<file path="src/rtl/gearbox_pkg.sv">
// Shared types and constants for the 64b/66b TX gearbox sequencer.
package gearbox_pkg;

  localparam int unsigned DATA_W = 64;
  localparam int unsigned HEAD_W = 2;
  localparam int unsigned SEQ_N  = DATA_W / HEAD_W + 1;
  localparam int unsigned SEQ_W  = $clog2(SEQ_N);

  localparam logic [HEAD_W-1:0] SYNC_CTRL = 2'b10;
  localparam logic [HEAD_W-1:0] SYNC_DATA = 2'b01;

  typedef struct packed {
    logic [HEAD_W-1:0] head;
    logic [DATA_W-1:0] data;
  } block_t;

  // Control block type 0x1E in byte 0 followed by eight idle codes (0x00).
  localparam block_t IDLE_BLOCK = '{head: SYNC_CTRL, data: DATA_W'(8'h1E)};

  localparam logic [SEQ_W-1:0] SEQ_LAST = SEQ_W'(SEQ_N - 1);

  // The last slot of every sequence is left empty so the gearbox can flush.
  function automatic logic is_pause_slot(input logic [SEQ_W-1:0] seq);
    return seq == SEQ_LAST;
  endfunction

endpackage

</file>
<file path="src/rtl/pcs_skid_buf.sv">
// One-entry holding register for a block that arrives in the gearbox pause slot.
module pcs_skid_buf
  import gearbox_pkg::*;
(
  input  logic   clk,
  input  logic   nreset,
  input  logic   set,
  input  logic   clr,
  input  block_t din,
  output block_t dout,
  output logic   full
);

  block_t blk_q;
  logic   full_q;

  // Capture on set, release on clr; the caller never raises both together.
  always_ff @(posedge clk) begin
    if (nreset) begin
      blk_q  <= '0;
      full_q <= 1'b0;
    end else if (set) begin
      blk_q  <= din;
      full_q <= 1'b1;
    end else if (clr) begin
      full_q <= 1'b0;
    end
  end

  assign dout = blk_q;
  assign full = full_q;

endmodule

</file>
<file path="src/rtl/gearbox_tx_ctrl.sv">
// Sequencer in front of the 64b/66b TX gearbox: one block per slot on a free-running
// 33-slot sequence with the last slot left empty, a one-entry skid for the pause-slot
// transfer, underflow reporting and a sticky accept-violation flag.
// Build option: GEARBOX_TX_CTRL_IDLE_FILL_EN sends IDLE_BLOCK in starved loading slots.
module gearbox_tx_ctrl
  import gearbox_pkg::*;
(
  input  logic              clk,
  input  logic              nreset,
  input  logic              valid_i,
  input  logic [HEAD_W-1:0] head_i,
  input  logic [DATA_W-1:0] data_i,
  output logic              ready_o,
  input  logic              gb_accept_i,
  output logic              gb_v_o,
  output logic [HEAD_W-1:0] gb_head_o,
  output logic [DATA_W-1:0] gb_data_o,
  output logic [SEQ_W-1:0]  gb_seq_o,
  output logic              underflow_o,
  output logic              err_o
);

  logic [SEQ_W-1:0] seq_q;
  logic             pause;
  logic             xfer;

  block_t skid_blk;
  logic   full_q;
  logic   skid_set;
  logic   skid_clr;

  logic              gb_v_q;
  logic              gb_v_d;
  block_t            gb_blk_q;
  block_t            gb_blk_d;
  logic [SEQ_W-1:0]  gb_seq_q;
  logic              underflow_q;
  logic              underflow_d;
  logic              err_q;

  // ready depends only on registered state, never on valid_i.
  assign ready_o = ~full_q;
  assign xfer    = valid_i & ready_o;
  assign pause   = is_pause_slot(seq_q);

  pcs_skid_buf u_skid (
    .clk    (clk),
    .nreset (nreset),
    .set    (skid_set),
    .clr    (skid_clr),
    .din    ('{head: head_i, data: data_i}),
    .dout   (skid_blk),
    .full   (full_q)
  );

  // Free-running slot counter, wraps after the pause slot regardless of traffic.
  always_ff @(posedge clk) begin
    if (nreset) begin
      seq_q <= '0;
    end else if (pause) begin
      seq_q <= '0;
    end else begin
      seq_q <= seq_q + SEQ_W'(1);
    end
  end

  // Source selection: skid first, then upstream, then fill or underflow.
  always_comb begin
    skid_set    = 1'b0;
    skid_clr    = 1'b0;
    gb_v_d      = 1'b0;
    gb_blk_d    = gb_blk_q;
    underflow_d = 1'b0;
    if (pause) begin
      skid_set = xfer;
    end else if (full_q) begin
      skid_clr = 1'b1;
      gb_v_d   = 1'b1;
      gb_blk_d = skid_blk;
    end else if (xfer) begin
      gb_v_d   = 1'b1;
      gb_blk_d = '{head: head_i, data: data_i};
    end else begin
      underflow_d = 1'b1;
`ifdef GEARBOX_TX_CTRL_IDLE_FILL_EN
      gb_v_d   = 1'b1;
      gb_blk_d = IDLE_BLOCK;
`endif
    end
  end

  // Output register: one-cycle latency, slot index tagged with the source slot.
  always_ff @(posedge clk) begin
    if (nreset) begin
      gb_v_q      <= 1'b0;
      gb_blk_q    <= '0;
      gb_seq_q    <= '0;
      underflow_q <= 1'b0;
    end else begin
      gb_v_q      <= gb_v_d;
      gb_blk_q    <= gb_blk_d;
      gb_seq_q    <= seq_q;
      underflow_q <= underflow_d;
    end
  end

  // Sticky flag for a block presented while the gearbox was not accepting.
  always_ff @(posedge clk) begin
    if (nreset) begin
      err_q <= 1'b0;
    end else if (gb_v_q && !gb_accept_i) begin
      err_q <= 1'b1;
    end
  end

  assign gb_v_o      = gb_v_q;
  assign gb_head_o   = gb_blk_q.head;
  assign gb_data_o   = gb_blk_q.data;
  assign gb_seq_o    = gb_seq_q;
  assign underflow_o = underflow_q;
  assign err_o       = err_q;

endmodule

</file>
<file path="config.mk">
export PLATFORM = sky130hd
export DESIGN_NAME = gearbox_tx_ctrl
export DESIGN_NICKNAME = d
export VERILOG_FILES = /design/src/rtl/gearbox_pkg.sv /design/src/rtl/pcs_skid_buf.sv /design/src/rtl/gearbox_tx_ctrl.sv
export SDC_FILE = /design/constraint.sdc
export NUM_CORES = 1
export LEC_CHECK = 0
export CORE_MARGIN = 4
export CORE_UTILIZATION = 53
export DETAILED_ROUTE_END_ITERATION = 8
export HOLD_SLACK_MARGIN = 0.08
export PLACE_DENSITY = 0.87
export REMOVE_ABC_BUFFERS = 1
export SYNTH_ARGS = -nofsm -noshare
export SYNTH_HDL_FRONTEND = slang
export SYNTH_SLANG_ARGS = --single-unit
</file>
<file path="constraint.sdc">
create_clock -name clk -period 1.9 [get_ports clk]
set_clock_uncertainty 0.05 [all_clocks]
set_input_delay 0.475 -clock clk [delete_from_list [all_inputs] [get_ports clk]]
set_output_delay 0.475 -clock clk [all_outputs]
set_load 0.03 [all_outputs]
</file>
# ---- After elaboration in Yosys (flattened, before gate mapping)
# Cells that the tools add are included.
# W data, S select, Z words.
dict set report totals {
  ff_bits 148
  in_bits 70
}
dict set report op_classes {
  n_eq_ne 1
  add_sub_neg 1
  n_mux 10
  n_reduce_logical 7
  bitwise 3
}
# operator count
set op_table {}
lappend op_table {{$mux W66} 2}
lappend op_table {{$mux W1} 8}
lappend op_table {{$add A6 B1 Y6 const B} 1}
lappend op_table {{$eq A6 B6 Y1 const B} 1}
lappend op_table {{$reduce_bool A2 Y1} 2}
lappend op_table {{$reduce_or A3 Y1} 1}
lappend op_table {{$not A1 Y1} 2}
lappend op_table {{$reduce_and A2 Y1} 1}
lappend op_table {{$reduce_or A2 Y1} 1}
lappend op_table {{$and A1 B1 Y1} 1}
lappend op_table {{$logic_and A1 B1 Y1} 1}
lappend op_table {{$logic_not A1 Y1} 1}

# ---- Longest topological paths before layout
# Gate-level depths: netlist (run 1).
dict set report logic_depth {
  depth_word 4
  ltp_mapped 8
  depth_no_buf 5
}

# ---- Cells and area by module
# From an unflattened synthesis (run 1), not the netlist that was laid out.
dict set report hier_totals {
  cells_unflattened 733
  area_unflattened_um2 7008.0
}
# mod seq_area_each_um2 area_per_inst_um2 instances cells_each
set modules_own_cells {}
lappend modules_own_cells {gearbox_tx_ctrl 1621.6 4610.7 1 516}
lappend modules_own_cells {pcs_skid_buf 1341.3 2397.3 1 217}

# ---- Worst setup path after synthesis (run 1)
# Ideal clock, no wire load.
dict set report synth_path {
  kind {in2reg}
  start {input valid_i}
  end {register gb_blk_q (netlist bit gb_data_o[43])}
  required_ns 1.730
  setup_time_ns 0.120
  n_path_buf 3
  t_arrival_ns 1.552
  setup_slack_ns 0.178
  cell_stages 5
  path_cell_list {buf_2 > clkbuf_1 > clkbuf_1 > a2111oi_0 > a211o_1}
}
dict set report synth_between {
  elab_chain_cells 3
}
# item line
set synth_lines {}
lappend synth_lines {{from (decl)} gearbox_tx_ctrl.sv:10} ;# input logic valid_i,
lappend synth_lines {{$and A1 B1 Y1} gearbox_tx_ctrl.sv:43} ;# assign xfer = valid_i & ready_o;
lappend synth_lines {{$reduce_bool A2 Y1 (no source line)} --}
lappend synth_lines {{$reduce_and A2 Y1 (no source line)} --}
lappend synth_lines {{to (signal assigned)} gearbox_tx_ctrl.sv:101} ;# gb_blk_q <= gb_blk_d;
lappend synth_lines {{to (decl)} gearbox_tx_ctrl.sv:34} ;# block_t gb_blk_q;
# No other way between the ends.
# A chain may end at the register's enable or synchronous reset.

# ---- Worst setup path in the final report (run 1)
dict set report layout_path {
  start {register seq_q[0]}
  end {register gb_blk_q (netlist bit gb_data_o[61])}
}
dict set report layout_between {
  elab_chain_cells 3
}
# item line
set layout_lines {}
lappend layout_lines {{from (decl)} gearbox_tx_ctrl.sv:23} ;# logic [SEQ_W-1:0] seq_q;
lappend layout_lines {{from (signal assigned)} gearbox_tx_ctrl.sv:63} ;# seq_q <= seq_q + SEQ_W'(1);
lappend layout_lines {{$eq A6 B6 Y1} gearbox_pkg.sv:24} ;# return seq == SEQ_LAST;
lappend layout_lines {{$not A1 Y1 (no source line)} --}
lappend layout_lines {{$reduce_and A2 Y1 (no source line)} --}
# No other way between the ends.

==> reports/metrics.cfg, run 1 <==
[outcome]
run_status = finished clean

[place]
io_buffer_count = 145
placed_cell_area_um2 = 9630
placed_cells = 1195
globalplace.congestion = 0.777
dp_hpwl_um = 12300

[finish]
finalInstanceArea_um2 = 10300
area.growth.synth_to_final_pct = 27.5
drive_above_1_share_pct = 6.41
finish.net_count = 1105
post_layout_nonfiller_instances = 1230
num-fill-cells = 1171
antenna-diode-count = 0

[clock_network]
cts_made_buffers = 17
clock_latency_ns = 0.42
cts.root.buffer_cell = clkbuf_16
clk_path_buf_depth = 2
h-tree-depth = 4
post_cts_buffers = 0
cts_tree = built
worst_setup_hold_path_clk_slew_ns = 0.06
cts.sinks = 148

[detailed_routing]
wirelength_met1_um = 9220
routed_wl_um = 20400
vias_per_cell = 5.73
via_count = 7043
detail_route.first_pass.iterations = 5
antenna_violation_net_count_after_detailed_routing = 0
routed-wl-met3_um = 1100
dr_wl_met2_um = 9860
detail_route.drc_violations = 0
routed_wire_length_per_instance_um = 16.6
drt-initial-drc-count = 519
highest-signal-layer = met4

[worst_setup_path]
worstPathArrival_ns = 2.07
path_buf_inv = 3
cp_slowest_stage_delay_ns = 0.36
critical_path_peak_fanout = 38
worstSetupStartpointType = flop
reg2reg_setup_slack_ns = 0.08
timing.critical_path.max_delay_family = buffers and inverters
worstPathRequired_ns = 2.16
setup.worst_path.class = reg2reg
timing.critical_path.slowest_stage_cell = dfxtp_4
cp-startpoint = seq_q[0]
r2r_start = seq_q[0]
timing.critical_path.depth = 7
end_of_the_worst_register_to_register_path = gb_data_o[61]
crit_chain = inv_4 > ha_4 > nor4b_4 > buf_4 > a21oi_4 > buf_12 > a211o_1
timing.reg2reg.worst_path_depth = 7
worstSetupEndpoint = gb_data_o[61]
setup.worst_path.end_class = flop

[yosys]
synth_commonest_cells = 148 x dfxtp_1, 132 x nand2b_1, 77 x nor2_1
yosys_register_bits = 148
synth_xor_xnor_area_share_pct = 0.325
synthArstFlopShare_pct = 0
synthesis.instances = 935
combinational_family_with_the_most_area_after_synthesis = simple AND/OR/NAND/NOR gates
post-synth-top-count-cell = dfxtp_1
synth_enable_flop_cells = 0
yosys.cell_types.count = 28
synth_warnings = 0
synthFlopType = dfxtp_1
post_synth_instance_area_um2 = 8090
post_synth_mux_area_share_pct = 8.17
synth_simple_gate_area_share_pct = 25.1
sequential_element_share_of_the_synthesized_area_pct = 36.6
mean_instance_size_in_the_synthesized_netlist_um2 = 8.65
synth_compound_gate_area_share_pct = 20.8
largest_cells_by_area_after_synthesis = dfxtp_1 37%, nand2b_1 10%, mux2i_1 8.2%
post-synth-top-area-cell = dfxtp_1
synth-adder-area-share_pct = 0.309
post-synth-top-area-fraction_pct = 36.6

[die]
chipHeight_um = 132
die_width_um = 132
count_of_boundary_i_o_pins = 146
initial_core_util_pct = 54.8
core_area_um2 = 14800
fp-row-count = 44
die_area_um2 = 17300

[global_route]
number_of_global_route_vias_before_repair = 6694
antenna_found_initial = 0
grt_start_max_net_pins = 102
grt_first_pass_wirelength_um = 33400
grt_util_all_layers_pct = 22.8
grt.overflow.total = 0

[pwr]
vdd_ir_drop_max_mv = 0.698
power-per-cell-area_nw_per_um2 = 833
power.static_leakage_nw = 4.70

[hold_path]
hold_path_class = in2reg
launch_point_of_the_worst_hold_path = nreset

[timing]
unrepaired_setup_endpoints_after_global_routing = true
setup_violations = 0
fmaxAchievable_mhz = 550
count_of_pins_over_their_slew_limit = 0
timing_hold_violations_final = 0
worst_margin_pin_slew_ns = 0.535
period_share_pct = 95.6
maxSlewHeadroom_pct = 63.4
finalWorstPathRequiredPeriod_ns = 1.82

[run]
max_capacitance_violation_count = 0

-- per-layer routing --
metal	track usage, %	vias to the layer above
li1	-	3500
met1	30.2	3325
met2	37.4	195
met3	5.24	23
met4	6.18	0
met5	0	-
-- repair_timing --
item / 4_1_cts / 5_1_grt
gates cloned: 0 / 3
pin swaps: 0 / 1
hold buffers: 0 / 0
endpoints found under the setup margin: 76 / 127
hold endpoints to repair: 0 / 0
resized for setup: 76 / 11
-- through the flow --
stage | util [%] | setup TNS, ns | worst slack (ns) | total power [mW] | hold WS, ns
2_1_floorplan | - | -397.64 | -3.32 | 4.09 | 0.380
6_report | 69.9 | 0 | 0.0834 | 8.59 | 0.321
3_5_place_dp | 65.3 | 0 | 0.0562 | 4.82 | 0.407
5_1_grt | 69.9 | -0.0318 | -0.0111 | 8.89 | 0.319
4_1_cts | 69.2 | 0 | 0.0232 | 8.60 | 0.312
3_3_place_gp | 65.3 | 0 | 0.131 | 4.80 | 0.393
-- cell type report --
type                            instances  area [µm²]  share of cell area, %
Inverter                               71         269                   2.61
Sequential cell                       148        2970                   28.8
Clock buffer                           19         454                   4.41
Multi-Input combinational cell        627        4450                   43.2
Clock inverter                         13         228                   2.21
Timing Repair Buffer                  168        1700                   16.5
Tap cell                              184         230                   2.23
-- flip-flops by register name (all words and copies together) (netlist names) --
signal and cells:
err_o 1, gb_data_o 64, gb_head_o 2, gb_seq_o 6, gb_v_o 1, seq_q 6
u_skid.dout 66, u_skid.full 1, underflow_o 1
-- layout by cell type, fill, tap and decap left out, types with 2 or more instances in the layout --
master           synthesis  layout
a211oi_1                66      66
dfxtp_4                  0       2
buf_4                    2      10
mux2i_1                 66      66
and3_1                  66      66
nand2b_1               132     132
bufinv_16                0       6
buf_6                    0       3
a211o_1                 66      66
clkinvlp_4               0       2
nor2_1                  77      77
nand3_1                  2       2
clkinv_2                 0       3
a21oi_1                  3       2
dfxtp_1                148     145
nor2b_1                 70      69
buf_12                   4       9
clkdlybuf4s50_1          0      67
clkbuf_16                0      20
xor2_1                   2       2
a2111oi_0               66      66
dlygate4sd2_1            0      76
clkinv_4                 0       2
inv_1                   71      69
nand2_1                  2       2
-- worst register-to-register path: cells and delay by family (launching register included) --
kind / cells / cell delay [ns]
buf+inv: 3 / 0.49
compound gates: 2 / 0.41
flops: 1 / 0.36
simple gates: 1 / 0.28
fa+ha+maj: 1 / 0.12
-- logic make-up after synthesis --
logic type	after synthesis
muxes	66
and+or+nand+nor	353
AOI/OAI and AO/OA	203
xor gates and xnor gates	3
DFF	148
adders and majority gates	2
buffers and inverters	160
-- worst min-delay path by stage --
stage	slack, ns	cells past startpoint	end
after floorplan	0.38	1	seq_q[0]
after global placement	0.39	1	seq_q[0]
after detailed placement	0.41	1	seq_q[0]
after CTS	0.31	2	gb_seq_o[1]
after global routing	0.32	2	gb_seq_o[1]
final	0.32	2	gb_seq_o[1]
-- power by group --
part           internal (mW)  switching (mW)
Combinational          0.563           0.778
Clock                   2.54            1.36
Sequential              3.25           0.105
Total                   6.35            2.24
Note: power is estimated with default switching activity, not from simulation.
==> run 2, diff against run 1 <==
--- a/config.mk
+++ b/config.mk
@@ -6,11 +6,12 @@
 export NUM_CORES = 1
 export LEC_CHECK = 0
 export CORE_MARGIN = 4
-export CORE_UTILIZATION = 53
+export CORE_UTILIZATION = 41
 export DETAILED_ROUTE_END_ITERATION = 8
 export HOLD_SLACK_MARGIN = 0.08
-export PLACE_DENSITY = 0.87
+export PLACE_DENSITY = 0.73
 export REMOVE_ABC_BUFFERS = 1
 export SYNTH_ARGS = -nofsm -noshare
 export SYNTH_HDL_FRONTEND = slang
+export SYNTH_HIERARCHICAL = 1
 export SYNTH_SLANG_ARGS = --single-unit
==> run 2 against run 1 <==
Critical path depth is 4 lower. Worst hold slack better by 0.10 ns. Routed wire length is 1.8% lower. First-iteration DRC count is 29% lower. Clock power is 8.7% lower. Maximum frequency is 0.62% lower. Die area is 11% higher. Synthesized area is 13% lower. Critical path type is now reg2out.
==> reports/metrics.cfg, run 2 <==
[clock_network]
cts.root.buffer_cell = clkbuf_16
clock_latency_ns = 0.41
worst_setup_hold_path_clk_slew_ns = 0.06
cts_tree = built
clk_path_buf_depth = 2
h-tree-depth = 4
cts.sinks = 148
cts_made_buffers = 17

[yosys]
post-synth-top-count-cell = dfxtp_1
synth_xor_xnor_area_share_pct = 0.375
post-synth-top-area-fraction_pct = 42.3
synth_enable_flop_cells = 0
yosys.cell_types.count = 33
post_synth_instance_area_um2 = 7010
sequential_element_share_of_the_synthesized_area_pct = 42.3
synthesis.instances = 733
synthArstFlopShare_pct = 0
yosys_register_bits = 148
combinational_family_with_the_most_area_after_synthesis = compound AO/OA/AOI/OAI gates
synth-adder-area-share_pct = 0.357
synthFlopType = dfxtp_1
synth_compound_gate_area_share_pct = 22.5
post-synth-top-area-cell = dfxtp_1
largest_cells_by_area_after_synthesis = dfxtp_1 42%, o211ai_1 14%, mux2i_1 9.4%
post_synth_mux_area_share_pct = 9.43
synth_simple_gate_area_share_pct = 18.9
synth_warnings = 6
mean_instance_size_in_the_synthesized_netlist_um2 = 9.56
synth_commonest_cells = 148 x dfxtp_1, 130 x o211ai_1, 76 x nor2_1

[detailed_routing]
antenna_violation_net_count_after_detailed_routing = 0
via_count = 6417
vias_per_cell = 5.91
routed_wire_length_per_instance_um = 18.5
drt-initial-drc-count = 370
detail_route.first_pass.iterations = 4
routed_wl_um = 20100
detail_route.drc_violations = 0

[worst_setup_path]
timing.critical_path.slowest_stage_cell = dfxtp_2
crit_chain = inv_4 > buf_16 > buf_4
end_of_the_worst_register_to_register_path = u_skid/dout[44]
critical_path_peak_fanout = 44
worstPathRequired_ns = 1.37
setup.worst_path.class = reg2out
r2r_start = seq_q[1]
timing.reg2reg.worst_path_depth = 7
worstPathArrival_ns = 1.30
reg2reg_setup_slack_ns = 0.09
setup.worst_path.end_class = output port
timing.critical_path.depth = 3
path_buf_inv = 3
cp_slowest_stage_delay_ns = 0.35
timing.critical_path.max_delay_family = buffers and inverters
worstSetupStartpointType = flop

[pwr]
power.static_leakage_nw = 3.32
total_power_mw = 8.14
vdd_ir_drop_max_mv = 0.605
power-per-cell-area_nw_per_um2 = 873

[place]
placed_cells = 1054
io_buffer_count = 145
placed_cell_area_um2 = 8740
globalplace.congestion = 0.749
dp_hpwl_um = 12500

[finish]
largest_reg_flops = 66
antenna-diode-count = 0
finalInstanceArea_um2 = 9320
drive_above_1_share_pct = 16.2
finish.net_count = 926
area.growth.synth_to_final_pct = 33.0
post_layout_nonfiller_instances = 1086
ff_latch_area_um2 = 2960
multi_input_area_um2 = 3620
num-fill-cells = 1499
most_common_library_cell_in_the_layout_ignoring_fill_and_taps = dfxtp_1
layout.cells.most_common_list = 147 x dfxtp_1, 130 x o211ai_1, 76 x nor2_1
finalCoreUtilization_pct = 56.0

[die]
die_area_um2 = 19200
core_area_um2 = 16600
initial_core_util_pct = 42.1
fp-row-count = 47
count_of_boundary_i_o_pins = 146
chipHeight_um = 139
die_width_um = 139

[timing]
period_share_pct = 96.2
unrepaired_setup_endpoints_after_global_routing = false
maxSlewHeadroom_pct = 73.7
count_of_pins_over_their_slew_limit = 0
setup_violations = 0
timing_hold_violations_final = 0
worst_margin_pin_slew_ns = 0.394
fmaxAchievable_mhz = 547
finalWorstPathRequiredPeriod_ns = 1.83

[hold_path]
hold_path_depth = 2
hold_path_class = reg2reg
launch_point_of_the_worst_hold_path = err_o
whs_endpoint = err_o

[global_route]
grt.overflow.total = 0
grt_first_pass_wirelength_um = 33300
antenna_found_initial = 0
grt_start_max_net_pins = 45
number_of_global_route_vias_before_repair = 6271
grt_util_all_layers_pct = 20.6

[run]
max_capacitance_violation_count = 0

[outcome]
run_status = finished clean

==> run 2: final cells by class <==
| cell class | count | area share, % |
|---|---|---|
| clock inverter | 7 | 1.28 |
| sequential | 148 | 31.8 |
| tap | 220 | 2.95 |
| inverter | 7 | 0.336 |
| timing repair buffer | 182 | 19.2 |
| multi-input combinational | 498 | 38.9 |
| clock buffer | 24 | 5.49 |
==> run 2: worst max-delay path by stage <==
stage / from / end / slack (ns)
CTS: u_skid/full / ready_o / 0.03
global placement: data_i[16] / gb_data_o[16] / 0.12
detailed placement: data_i[16] / gb_data_o[16] / 0.10
floorplan: u_skid/full / u_skid/dout[0] / -3.84
global route: u_skid/full / ready_o / 0.01
finish: u_skid/full / ready_o / 0.07
==> run 2: power by group <==
part	total, mW	switching, mW	internal (mW)
clock	3.55	1.28	2.27
sequential	3.36	0.112	3.25
combinational	1.22	0.711	0.513
==> run 2: worst register-to-register path, stage by stage (launching register included) <==
cell and delay (ns):
dfxtp_1 0.32, inv_1 0.08, ha_1 0.14, nor4b_4 0.21, and4_4 0.32, buf_12 0.24
mux2i_1 0.27, nor2_1 0.06
==> run 2: metal layers <==
metal	vias up	share of wire [%]	global-route usage (%)
li1	3077	-	-
met3	25	4.5	3.79
met2	178	48	34.0
met1	3137	46	27.5
met5	-	0	0
met4	0	1.4	6.54
==> run 2: cell families (layout without fill, tap and decap cells) <==
kind of cell               Yosys count  in the layout
muxes                               66             66
buffers and inverters               87            220
adders and majority gates            2              2
DFF                                148            148
AOI/OAI and AO/OA                  201            201
xor gates and xnor gates             3              3
and+or+nand+nor                    226            226
==> run 2: metrics by stage <==
stage | setup slack [ns] | setup TNS [ns] | hold slack [ns]
floorplan | -3.84 | -432.91 | 0.380
global placement | 0.116 | 0 | 0.404
detailed placement | 0.101 | 0 | 0.426
CTS | 0.0330 | 0 | 0.437
global route | 0.0145 | 0 | 0.449
finish | 0.0721 | 0 | 0.425
==> run 2: what timing repair did <==
| item | 4_1_cts | 5_1_grt |
|---|---|---|
| setup endpoints to repair | 76 | 0 |
| buffers inserted | 0 | 0 |
| hold buffers | 0 | 0 |
| gates resized for setup | 76 | 0 |
==> run 3, diff against run 2 <==
--- a/config.mk
+++ b/config.mk
@@ -5,12 +5,11 @@
 export SDC_FILE = /design/constraint.sdc
 export NUM_CORES = 1
 export LEC_CHECK = 0
-export CORE_MARGIN = 4
+export CORE_ASPECT_RATIO = 0.6
 export CORE_UTILIZATION = 41
 export DETAILED_ROUTE_END_ITERATION = 8
 export HOLD_SLACK_MARGIN = 0.08
 export PLACE_DENSITY = 0.73
-export REMOVE_ABC_BUFFERS = 1
 export SYNTH_ARGS = -nofsm -noshare
 export SYNTH_HDL_FRONTEND = slang
 export SYNTH_HIERARCHICAL = 1
==> run 3 against run 2 <==
Routed wire length increased by 0.64%. Sequential cell count is the same. Non-clock buffer count decreased by 8. Critical endpoint unchanged. Largest power group unchanged. Critical path type unchanged. Sequential share of layout area is 0.19 points higher. Utilization rose by 0.25 points. Worst hold slack worse by 0.027 ns. Via count about the same.
==> reports/metrics.cfg, run 3 (same netlist as run 2, synthesis figures left out) <==
[outcome]
run_status = finished clean

[finish]
layout.cells.most_common_list = 145 x dfxtp_1, 130 x o211ai_1, 76 x nor2_1
most_common_library_cell_in_the_layout_ignoring_fill_and_taps = dfxtp_1
finalInstanceArea_um2 = 9270
finish.net_count = 918
antenna-diode-count = 0
post_layout_nonfiller_instances = 1086
drive_above_1_share_pct = 16.1
largest_reg_flops = 66
area.growth.synth_to_final_pct = 32.3
finalCoreUtilization_pct = 56.2

[die]
die_area_um2 = 17600
count_of_boundary_i_o_pins = 146
initial_core_util_pct = 42.5
die_width_um = 171
fp-row-count = 36
chipHeight_um = 103
core_area_um2 = 16500

[worst_setup_path]
timing.critical_path.slowest_stage_cell = dfxtp_2
worstPathRequired_ns = 1.37
worstSetupStartpointType = flop
r2r_start = seq_q[0]
critical_path_peak_fanout = 16
setup.worst_path.end_class = output port
worstPathArrival_ns = 1.31
cp-startpoint = u_skid/full
path_buf_inv = 2
setup.worst_path.class = reg2out
cp_slowest_stage_delay_ns = 0.54
timing.critical_path.max_delay_family = flip-flops
crit_chain = inv_4 > buf_4

[hold_path]
launch_point_of_the_worst_hold_path = nreset
hold_path_class = in2reg

[clock_network]
cts_made_buffers = 17
cts_tree = built
cts.root.buffer_cell = clkbuf_16
worst_setup_hold_path_clk_slew_ns = 0.06
clk_path_buf_depth = 2
clock_latency_ns = 0.41
cts.sinks = 148
ctsHoldBuffers = 0
h-tree-depth = 4

[detailed_routing]
via_count = 6414
drt-initial-drc-count = 561
detail_route.drc_violations = 0
antenna_violation_net_count_after_detailed_routing = 0
routed_wl_um = 20200
vias_per_cell = 5.91
detail_route.first_pass.iterations = 5
routed_wire_length_per_instance_um = 18.6

[yosys]
syn_nets = 805

[global_route]
antenna_found_initial = 1
grt_start_max_net_pins = 69
number_of_global_route_vias_before_repair = 6165
grt_first_pass_wirelength_um = 32500
grt_util_all_layers_pct = 23.4
grt.overflow.total = 0

[timing]
count_of_pins_over_their_slew_limit = 0
finalHoldWorstSlack_ns = 0.399
fmaxAchievable_mhz = 545
setup_violations = 0
final.setup.tns_ns = 0
unrepaired_setup_endpoints_after_global_routing = true
finalWorstPathRequiredPeriod_ns = 1.83
worst_margin_pin_slew_ns = 0.426
period_share_pct = 96.5
timing_hold_violations_final = 0
maxSlewHeadroom_pct = 71.6

[pwr]
vdd_ir_drop_max_mv = 0.463
power-per-cell-area_nw_per_um2 = 890
power.static_leakage_nw = 3.27

[place]
placed_cell_area_um2 = 8720
placed_cells = 1054
dp_hpwl_um = 12600
io_buffer_count = 145
globalplace.congestion = 0.786

[run]
max_capacitance_violation_count = 0

run 3: per-stage QoR:
stage	setup slack [ns]	total power, mW
5_1_grt	-0.00343	8.56
3_3_place_gp	0.0813	4.75
4_1_cts	0.0514	8.30
2_1_floorplan	-0.0720	4.13
6_report	0.0662	8.26
3_5_place_dp	0.0706	4.76
run 3: where the power goes:
part / internal, mW / switching [mW]
Sequential: 3.25 / 0.121
Combinational: 0.513 / 0.723
Clock: 2.33 / 1.32
run 3: final cells by class:
cell class,count,area (µm²)
multi-input cells,498,3640
repair buffers,174,1710
flip-flops and latches,148,2970
well taps,228,285
inverters,7,31.3
clock buffers,18,429
fillers,1501,7210
clock inverters,13,206
run 3: worst register-to-register path, stage by stage (launching register included):
cell	delay, ns
dfxtp_2	0.34
inv_2	0.08
ha_4	0.12
nor4b_4	0.25
and4_4	0.34
buf_12	0.22
mux2i_1	0.24
nor2_1	0.06
run 3: worst paths after layout:
check / end / slack (ns) / cells past startpoint
setup reg to reg: u_skid/dout[13] / 0.08 / 7
hold / removal: u_skid/dout[46] / 0.40 / 2
hold reg to reg: seq_q[0] / 0.42 / 1
setup / recovery: ready_o / 0.07 / 2
run 3: metal layers:
metal,vias up,part of all wire (%),track usage (%)
met4,2,0.69,6.24
met3,19,8.1,6.09
met5,-,0.049,0
met2,252,42,34.4
li1,3054,-,-
met1,3087,50,33.8
run 3: what timing repair did:
item | in CTS | in global routing
setup buffers | 0 | 1
endpoints found under the setup margin | 75 | 11
cloned | 0 | 0
resized for setup | 75 | 1
